### config.mk
export PLATFORM = sky130hd
export DESIGN_NAME = phy_tx_arb_vc_flat
export DESIGN_NICKNAME = d
export VERILOG_FILES = /design/src/rtl/phy_tx_arb_vc_if.sv /design/src/rtl/phy_tx_arb_vc.sv /design/src/flat_wrapper.sv
export SDC_FILE = /design/constraint.sdc
export NUM_CORES = 1
export LEC_CHECK = 0
export BUFFER_PORTS_ARGS = -buffer_cell sky130_fd_sc_hd__buf_2
export CAP_MARGIN = 20
export CORE_MARGIN = 5
export CORE_UTILIZATION = 45
export DETAILED_ROUTE_END_ITERATION = 7
export GPL_TIMING_DRIVEN = 0
export PLACE_DENSITY_LB_ADDON = 0.3
export SYNTH_ARGS = -nofsm -noshare
export SYNTH_HDL_FRONTEND = slang
export SYNTH_SLANG_ARGS = --single-unit
### constraint.sdc
create_clock -name CLK -period 3.01 [get_ports CLK]
set_clock_uncertainty 0.1 [all_clocks]
set_input_delay 0.1505 -clock CLK [delete_from_list [all_inputs] [get_ports CLK]]
set_output_delay 0.1505 -clock CLK [all_outputs]
set_load 0.02 [all_outputs]
### src/rtl/phy_tx_arb_vc_if.sv
// Upstream flit stream plus encoder launch bundle for the PHY TX arbiter.
interface phy_tx_arb_vc_if #(
    parameter int FLIT_W = 64
);
    logic              data_valid;
    logic              data_sop;
    logic              data_eop;
    logic [FLIT_W-1:0] data_flit;
    logic              data_ready;
    logic              enc_start;
    logic [2:0]        enc_sel;
    logic [FLIT_W-1:0] enc_flit;
    logic              enc_done;

    modport master (
        output data_valid, data_sop, data_eop, data_flit, enc_done,
        input  data_ready, enc_start, enc_sel, enc_flit
    );

    modport slave (
        input  data_valid, data_sop, data_eop, data_flit, enc_done,
        output data_ready, enc_start, enc_sel, enc_flit
    );
endinterface

### src/rtl/phy_tx_arb_vc.sv
// PHY TX arbiter: interleaves ACK/NACK/credit-grant commas with data flits,
// bounding data bursts while commas wait.
module phy_tx_arb_vc #(
    parameter int NUM_VC    = 2,
    parameter int FLIT_W    = 64,
    parameter int CNT_W     = 4,
    parameter int MAX_BURST = 4
) (
    input  logic              CLK,
    input  logic              nRST,
    input  logic              ack_write,
    input  logic              nack_write,
    input  logic [NUM_VC-1:0] grtcred_write,
    output logic              ack_full,
    output logic              nack_full,
    output logic [NUM_VC-1:0] grtcred_full,
    output logic              ovf_err,
    phy_tx_arb_vc_if.slave    io
);
    localparam int VC_W = (NUM_VC > 1) ? $clog2(NUM_VC) : 1;
    localparam int BW   = $clog2(MAX_BURST + 1);
    localparam logic [CNT_W-1:0] CMAX = '1;
    localparam logic [2:0] SEL_DATA = 3'd0;
    localparam logic [2:0] SEL_SOP  = 3'd1;
    localparam logic [2:0] SEL_EOP  = 3'd2;
    localparam logic [2:0] SEL_ACK  = 3'd3;
    localparam logic [2:0] SEL_NACK = 3'd4;
    localparam logic [2:0] SEL_GRT  = 3'd5;

    typedef enum logic {IDLE, BUSY} state_e;
    typedef enum logic [1:0] {SVC_NONE, SVC_ACK, SVC_NACK, SVC_GRT} svc_e;

    state_e            state_q, state_d;
    svc_e              svc_q, svc_d;
    logic [VC_W-1:0]   svc_vc_q, svc_vc_d;
    logic [VC_W-1:0]   rr_q, rr_d;
    logic [CNT_W-1:0]  ack_q, ack_d, nack_q, nack_d;
    logic [CNT_W-1:0]  grt_q [NUM_VC];
    logic [CNT_W-1:0]  grt_d [NUM_VC];
    logic [BW-1:0]     burst_q, burst_d;
    logic              pkt_q, pkt_d;
    logic              ovf_q, ovf_d;
    logic              start_q, start_d;
    logic [2:0]        sel_q, sel_d;
    logic [FLIT_W-1:0] flit_q, flit_d;

    int                idx;
    logic [VC_W-1:0]   idx_v;
    logic              grt_any;
    logic [VC_W-1:0]   grt_pick;
    logic              ctrl_pend, done, idle, data_first;
    logic              go_data, go_ack, go_nack, go_grt, go_ctrl;

    // Round-robin search starting at rr_q, wrapping around
    always_comb begin
        grt_any  = 1'b0;
        grt_pick = '0;
        idx      = 0;
        idx_v    = '0;
        for (int i = 0; i < NUM_VC; i++) begin
            idx = int'(rr_q) + i;
            if (idx >= NUM_VC) idx = idx - NUM_VC;
            idx_v = VC_W'(idx);
            if (!grt_any && grt_q[idx_v] != '0) begin
                grt_any  = 1'b1;
                grt_pick = idx_v;
            end
        end
    end

    assign ctrl_pend  = (ack_q != '0) || (nack_q != '0) || grt_any;
    assign done       = (state_q == BUSY) && io.enc_done;
    assign idle       = (state_q == IDLE) && nRST;
    assign data_first = pkt_q && (burst_q < BW'(MAX_BURST)) && io.data_valid;

    always_comb begin
        go_data = 1'b0;
        go_ack  = 1'b0;
        go_nack = 1'b0;
        go_grt  = 1'b0;
        if (idle) begin
            if (data_first)          go_data = 1'b1;
            else if (nack_q != '0)   go_nack = 1'b1;
            else if (ack_q != '0)    go_ack  = 1'b1;
            else if (grt_any)        go_grt  = 1'b1;
            else if (io.data_valid)  go_data = 1'b1;
        end
    end

    assign go_ctrl = go_ack || go_nack || go_grt;

    always_comb begin
        state_d  = state_q;
        svc_d    = svc_q;
        svc_vc_d = svc_vc_q;
        rr_d     = rr_q;
        sel_d    = sel_q;
        flit_d   = flit_q;
        start_d  = 1'b0;
        pkt_d    = pkt_q;
        burst_d  = burst_q;
        if (go_data || go_ctrl) begin
            state_d  = BUSY;
            start_d  = 1'b1;
            flit_d   = '0;
            svc_vc_d = '0;
        end
        if (go_nack) begin
            sel_d = SEL_NACK;
            svc_d = SVC_NACK;
        end else if (go_ack) begin
            sel_d = SEL_ACK;
            svc_d = SVC_ACK;
        end else if (go_grt) begin
            sel_d    = SEL_GRT;
            svc_d    = SVC_GRT;
            svc_vc_d = grt_pick;
            flit_d[FLIT_W-1 -: 8] = 8'(grt_pick);
            rr_d = (grt_pick == VC_W'(NUM_VC - 1)) ? '0 : grt_pick + VC_W'(1);
        end else if (go_data) begin
            svc_d  = SVC_NONE;
            flit_d = io.data_flit;
            if (io.data_sop)      sel_d = SEL_SOP;
            else if (io.data_eop) sel_d = SEL_EOP;
            else                  sel_d = SEL_DATA;
            if (io.data_eop)      pkt_d = 1'b0;
            else if (io.data_sop) pkt_d = 1'b1;
        end
        if (done) state_d = IDLE;
        // Burst only counts data sent while a comma is waiting
        if (!ctrl_pend || go_ctrl) burst_d = '0;
        else if (go_data && burst_q < BW'(MAX_BURST)) burst_d = burst_q + BW'(1);
    end

    always_comb begin
        ovf_d  = ovf_q;
        ack_d  = ack_q;
        nack_d = nack_q;
        if (ack_write && !(done && svc_q == SVC_ACK)) begin
            if (ack_q == CMAX) ovf_d = 1'b1;
            else               ack_d = ack_q + CNT_W'(1);
        end else if (!ack_write && done && svc_q == SVC_ACK) begin
            ack_d = ack_q - CNT_W'(1);
        end
        if (nack_write && !(done && svc_q == SVC_NACK)) begin
            if (nack_q == CMAX) ovf_d  = 1'b1;
            else                nack_d = nack_q + CNT_W'(1);
        end else if (!nack_write && done && svc_q == SVC_NACK) begin
            nack_d = nack_q - CNT_W'(1);
        end
        for (int v = 0; v < NUM_VC; v++) begin
            grt_d[v] = grt_q[v];
            if (grtcred_write[v] && !(done && svc_q == SVC_GRT && svc_vc_q == VC_W'(v))) begin
                if (grt_q[v] == CMAX) ovf_d    = 1'b1;
                else                  grt_d[v] = grt_q[v] + CNT_W'(1);
            end else if (!grtcred_write[v] && done && svc_q == SVC_GRT
                         && svc_vc_q == VC_W'(v)) begin
                grt_d[v] = grt_q[v] - CNT_W'(1);
            end
        end
    end

    always_ff @(posedge CLK) begin
        if (!nRST) begin
            state_q  <= IDLE;
            svc_q    <= SVC_NONE;
            svc_vc_q <= '0;
            rr_q     <= '0;
            ack_q    <= '0;
            nack_q   <= '0;
            burst_q  <= '0;
            pkt_q    <= 1'b0;
            ovf_q    <= 1'b0;
            start_q  <= 1'b0;
            sel_q    <= '0;
            flit_q   <= '0;
            for (int v = 0; v < NUM_VC; v++) grt_q[v] <= '0;
        end else begin
            state_q  <= state_d;
            svc_q    <= svc_d;
            svc_vc_q <= svc_vc_d;
            rr_q     <= rr_d;
            ack_q    <= ack_d;
            nack_q   <= nack_d;
            burst_q  <= burst_d;
            pkt_q    <= pkt_d;
            ovf_q    <= ovf_d;
            start_q  <= start_d;
            sel_q    <= sel_d;
            flit_q   <= flit_d;
            for (int v = 0; v < NUM_VC; v++) grt_q[v] <= grt_d[v];
        end
    end

    always_comb begin
        for (int v = 0; v < NUM_VC; v++) grtcred_full[v] = (grt_q[v] == CMAX);
    end

    assign ack_full      = (ack_q == CMAX);
    assign nack_full     = (nack_q == CMAX);
    assign ovf_err       = ovf_q;
    assign io.data_ready = go_data;
    assign io.enc_start  = start_q;
    assign io.enc_sel    = sel_q;
    assign io.enc_flit   = flit_q;
endmodule

### src/flat_wrapper.sv
// flat-port wrapper written by rule: the top's interface ports become plain ports
module phy_tx_arb_vc_flat 
#(
    parameter int NUM_VC    = 2,
    parameter int FLIT_W    = 64,
    parameter int CNT_W     = 4,
    parameter int MAX_BURST = 4
)
  (CLK, nRST, ack_write, nack_write, grtcred_write, ack_full, nack_full, grtcred_full, ovf_err, io_data_valid, io_data_sop, io_data_eop, io_data_flit, io_enc_done, io_data_ready, io_enc_start, io_enc_sel, io_enc_flit);
  phy_tx_arb_vc_if #(.FLIT_W(FLIT_W)) io_i ();
  input  logic CLK;
  input  logic nRST;
  input  logic ack_write;
  input  logic nack_write;
  input  logic [NUM_VC-1:0] grtcred_write;
  output logic ack_full;
  output logic nack_full;
  output logic [NUM_VC-1:0] grtcred_full;
  output logic ovf_err;
  input wire logic [$bits(io_i.data_valid)-1:0] io_data_valid;
  input wire logic [$bits(io_i.data_sop)-1:0] io_data_sop;
  input wire logic [$bits(io_i.data_eop)-1:0] io_data_eop;
  input wire logic [$bits(io_i.data_flit)-1:0] io_data_flit;
  input wire logic [$bits(io_i.enc_done)-1:0] io_enc_done;
  output wire logic [$bits(io_i.data_ready)-1:0] io_data_ready;
  output wire logic [$bits(io_i.enc_start)-1:0] io_enc_start;
  output wire logic [$bits(io_i.enc_sel)-1:0] io_enc_sel;
  output wire logic [$bits(io_i.enc_flit)-1:0] io_enc_flit;
  assign io_i.data_valid = io_data_valid;
  assign io_i.data_sop = io_data_sop;
  assign io_i.data_eop = io_data_eop;
  assign io_i.data_flit = io_data_flit;
  assign io_i.enc_done = io_enc_done;
  assign io_data_ready = io_i.data_ready;
  assign io_enc_start = io_i.enc_start;
  assign io_enc_sel = io_i.enc_sel;
  assign io_enc_flit = io_i.enc_flit;
  phy_tx_arb_vc #(.NUM_VC(NUM_VC), .FLIT_W(FLIT_W), .CNT_W(CNT_W), .MAX_BURST(MAX_BURST)) u_core (.CLK(CLK), .nRST(nRST), .ack_write(ack_write), .nack_write(nack_write), .grtcred_write(grtcred_write), .ack_full(ack_full), .nack_full(nack_full), .grtcred_full(grtcred_full), .ovf_err(ovf_err), .io(io_i));
endmodule
==> flow_summary.ini <==
[detailed_routing]
route.vias.total = 3977
drtIter0Drc = 181
routed_wirelength_um = 11600
drc_errors = 0
dr.pass1.iters = 4
vias_per_cell = 5.40
antenna_left = 0
wire_per_inst_um = 15.7

[cts]
clock-root-buffer = clkbuf_8
cts_tree = yes
insertion_delay_ns = 0.36
numCtsBuffers = 9
clkTransAtPathRegs_ns = 0.09
post_cts_buffers = 0
clockBufferDepth = 2
h-tree-depth = 3
clock_sinks = 94

[synth]
synth_most_common_cell = dfxtp_1
synth_common_cells = 94 x dfxtp_1, 41 x a22o_1, 30 x a21oi_1
synthTopCellsByArea = dfxtp_1 47%, a22o_1 8.9%, o211ai_1 5.0%
async_flop_share = 0
ys.flop_type = dfxtp_1
netlist_instances = 399
synth_nets = 486
ys_seq_elements = 94
yosysWarningCount = 0
yosys.area.top_type_share = 0.468
avgSynthCellArea_um2 = 10.1
synth_cell_type_count = 50
ys_seq_area_frac = 0.468
synth_edf_count = 0
synth_top_area_cell = dfxtp_1
netlist_area_um2 = 4020

[floorplanning]
initial_utilization = 0.461
boundaryPins = 148
rows = 34
coreArea_um2 = 8720
die_h_um = 105
dieArea_um2 = 10900
die_w_um = 105

[layout]
seqCellArea_um2 = 1880
nNetsFinal = 711
drive_above_1_share = 0.308
area_growth_pct = 42.8
fillers = 695
fin_area_um2 = 5740
n_antenna_cell = 0
multi_input_area_um2 = 1930

[place]
routabilityCongestion = 0.852
post_dp_cell_area_um2 = 4890
hpwl_um = 7860
port_buffers = 147

[sta]
slew_viol_final = 0
grt_setup_unrepaired = no
hold_viol = 0
tightest_slew_ns = 0.527
slew_headroom = 0.647
post-route-period-util = 0.892
finalSetupViolCount = 0
max_freq_mhz = 372
fin_setup_tns_ns = 0
period_minus_slack_ns = 2.69
whs_ns = 0.0360

[setup_path]
crit_type = reg2reg
crit_arrival_ns = 2.82
end_kind = register
crit_required_ns = 3.14
crit_path_max_fanout = 9
startpoint_type = register

[run_status]
outcome = completed

[power_and_ir_drop]
power.total_w = 0.00274
powerDensity_nw_per_um2 = 477
max-vdd-ir-drop_mv = 0.293
leakage_nw = 2.61

[global_routing]
grt_first_pass_wirelength_um = 19300
track_usage = 0.209
grt_start_max_net_pins = 18
grt_pass1_vias = 4014
overflow = 0
antenna_found_initial = 0

[job]
maxCapViolations = 0

[worst_hold_path]
holdCritPathClass = in2reg
==> layout by cell type, fill, tap and decap left out, types with 4 or more instances in the layout <==
master / n
nand3_1: 7
dfxtp_1: 94
inv_1: 10
nand4_1: 6
mux2i_1: 11
buf_4: 6
buf_2: 153
dlygate4sd3_1: 67
fa_1: 4
a21o_1: 4
o211ai_1: 27
clkbuf_1: 10
o21ai_1: 24
a22o_1: 41
buf_8: 4
xnor2_1: 12
nor2_1: 23
o21ai_0: 6
ha_1: 9
a21oi_1: 30
a211oi_1: 6
nand2_1: 14
clkbuf_8: 9
==> kinds of logic after synthesis <==
logic type / Yosys count / synth area share
simple gates: 79 / 0.111
compound gates: 154 / 0.267
mux: 11 / 0.0274
xor+xnor: 12 / 0.0261
buf+inv: 36 / 0.0523
flops: 94 / 0.468
fa+ha+maj: 13 / 0.0479
==> per-layer routing <==
| metal | vias up | GRT usage | share of wire |
|---|---|---|---|
| li1 | 1949 | - | - |
| met1 | 1852 | 0.265 | 0.44 |
| met2 | 154 | 0.345 | 0.47 |
| met3 | 22 | 0.0608 | 0.072 |
| met4 | 0 | 0.0620 | 0.018 |
| met5 | - | 0 | 0 |
==> registers in the layout, indices dropped and copies added (netlist names), 2 cells and up, named ones only <==
signal / flops
u_core.nack_q: 4
u_core.grt_q: 8
u_core.io.enc_sel: 2
u_core.io.enc_flit: 64
u_core.burst_q: 3
u_core.ack_q: 4
u_core.svc_q: 2
==> path summary, 6_finish.rpt <==
check | slack [ns] | depth (start not counted) | endpoint | startpoint
hold reg to reg | 0.38 | 1 | u_core.io.enc_flit[62]$_SDFF_PN0_ | u_core.io.enc_flit[62]$_SDFF_PN0_
setup / recovery | 0.32 | 9 | u_core.grt_q[1][3]$_SDFFE_PN0P_ | u_core.state_q$_SDFFE_PP0P_
setup reg to reg | 0.32 | 9 | u_core.grt_q[1][3]$_SDFFE_PN0P_ | u_core.state_q$_SDFFE_PP0P_
hold / removal | 0.04 | 3 | u_core.svc_q[1]$_SDFFE_PN0P_ | nRST
==> where the power goes <==
part,switching (W),internal (W)
Sequential,0.0000727,0.00130
Combinational,0.000291,0.000282
Clock,0.000478,0.000314
Total,0.000842,0.00190
==> metrics by stage <==
| step | setup slack, ns | cells | utilization |
|---|---|---|---|
| finish | 0.324 | 737 | 0.658 |
| floorplan | 0.601 | 399 | - |
| detailed placement | 0.162 | 654 | 0.561 |
| global route | 0.102 | 737 | 0.658 |
| global placement | 0.256 | 654 | 0.561 |
| CTS | 0.132 | 736 | 0.657 |
==> what timing repair did <==
item	CTS	global route
hold buffers	66	1
endpoints found under the setup margin	0	2
gates resized for setup	0	2
hold endpoints to repair	65	1
==> critical path, stage by stage (launching register included) <==
cell	delay, ns
dfxtp_1	0.32
clkbuf_1	0.30
nand4_1	0.29
o21ai_1	0.42
ha_1	0.30
a21o_1	0.17
a21oi_1	0.19
mux2i_1	0.26
xnor2_1	0.15
nor2_1	0.06
==> cell type report <==
class | count | share of cell area
buffer | 26 | 0.0301
clock buffer | 9 | 0.0216
clock inverter | 7 | 0.00981
inverter | 10 | 0.00654
multi-input combinational | 269 | 0.336
sequential | 94 | 0.328
tap | 108 | 0.0235
timing repair buffer | 214 | 0.245
(Power assumes the default switching activity.)
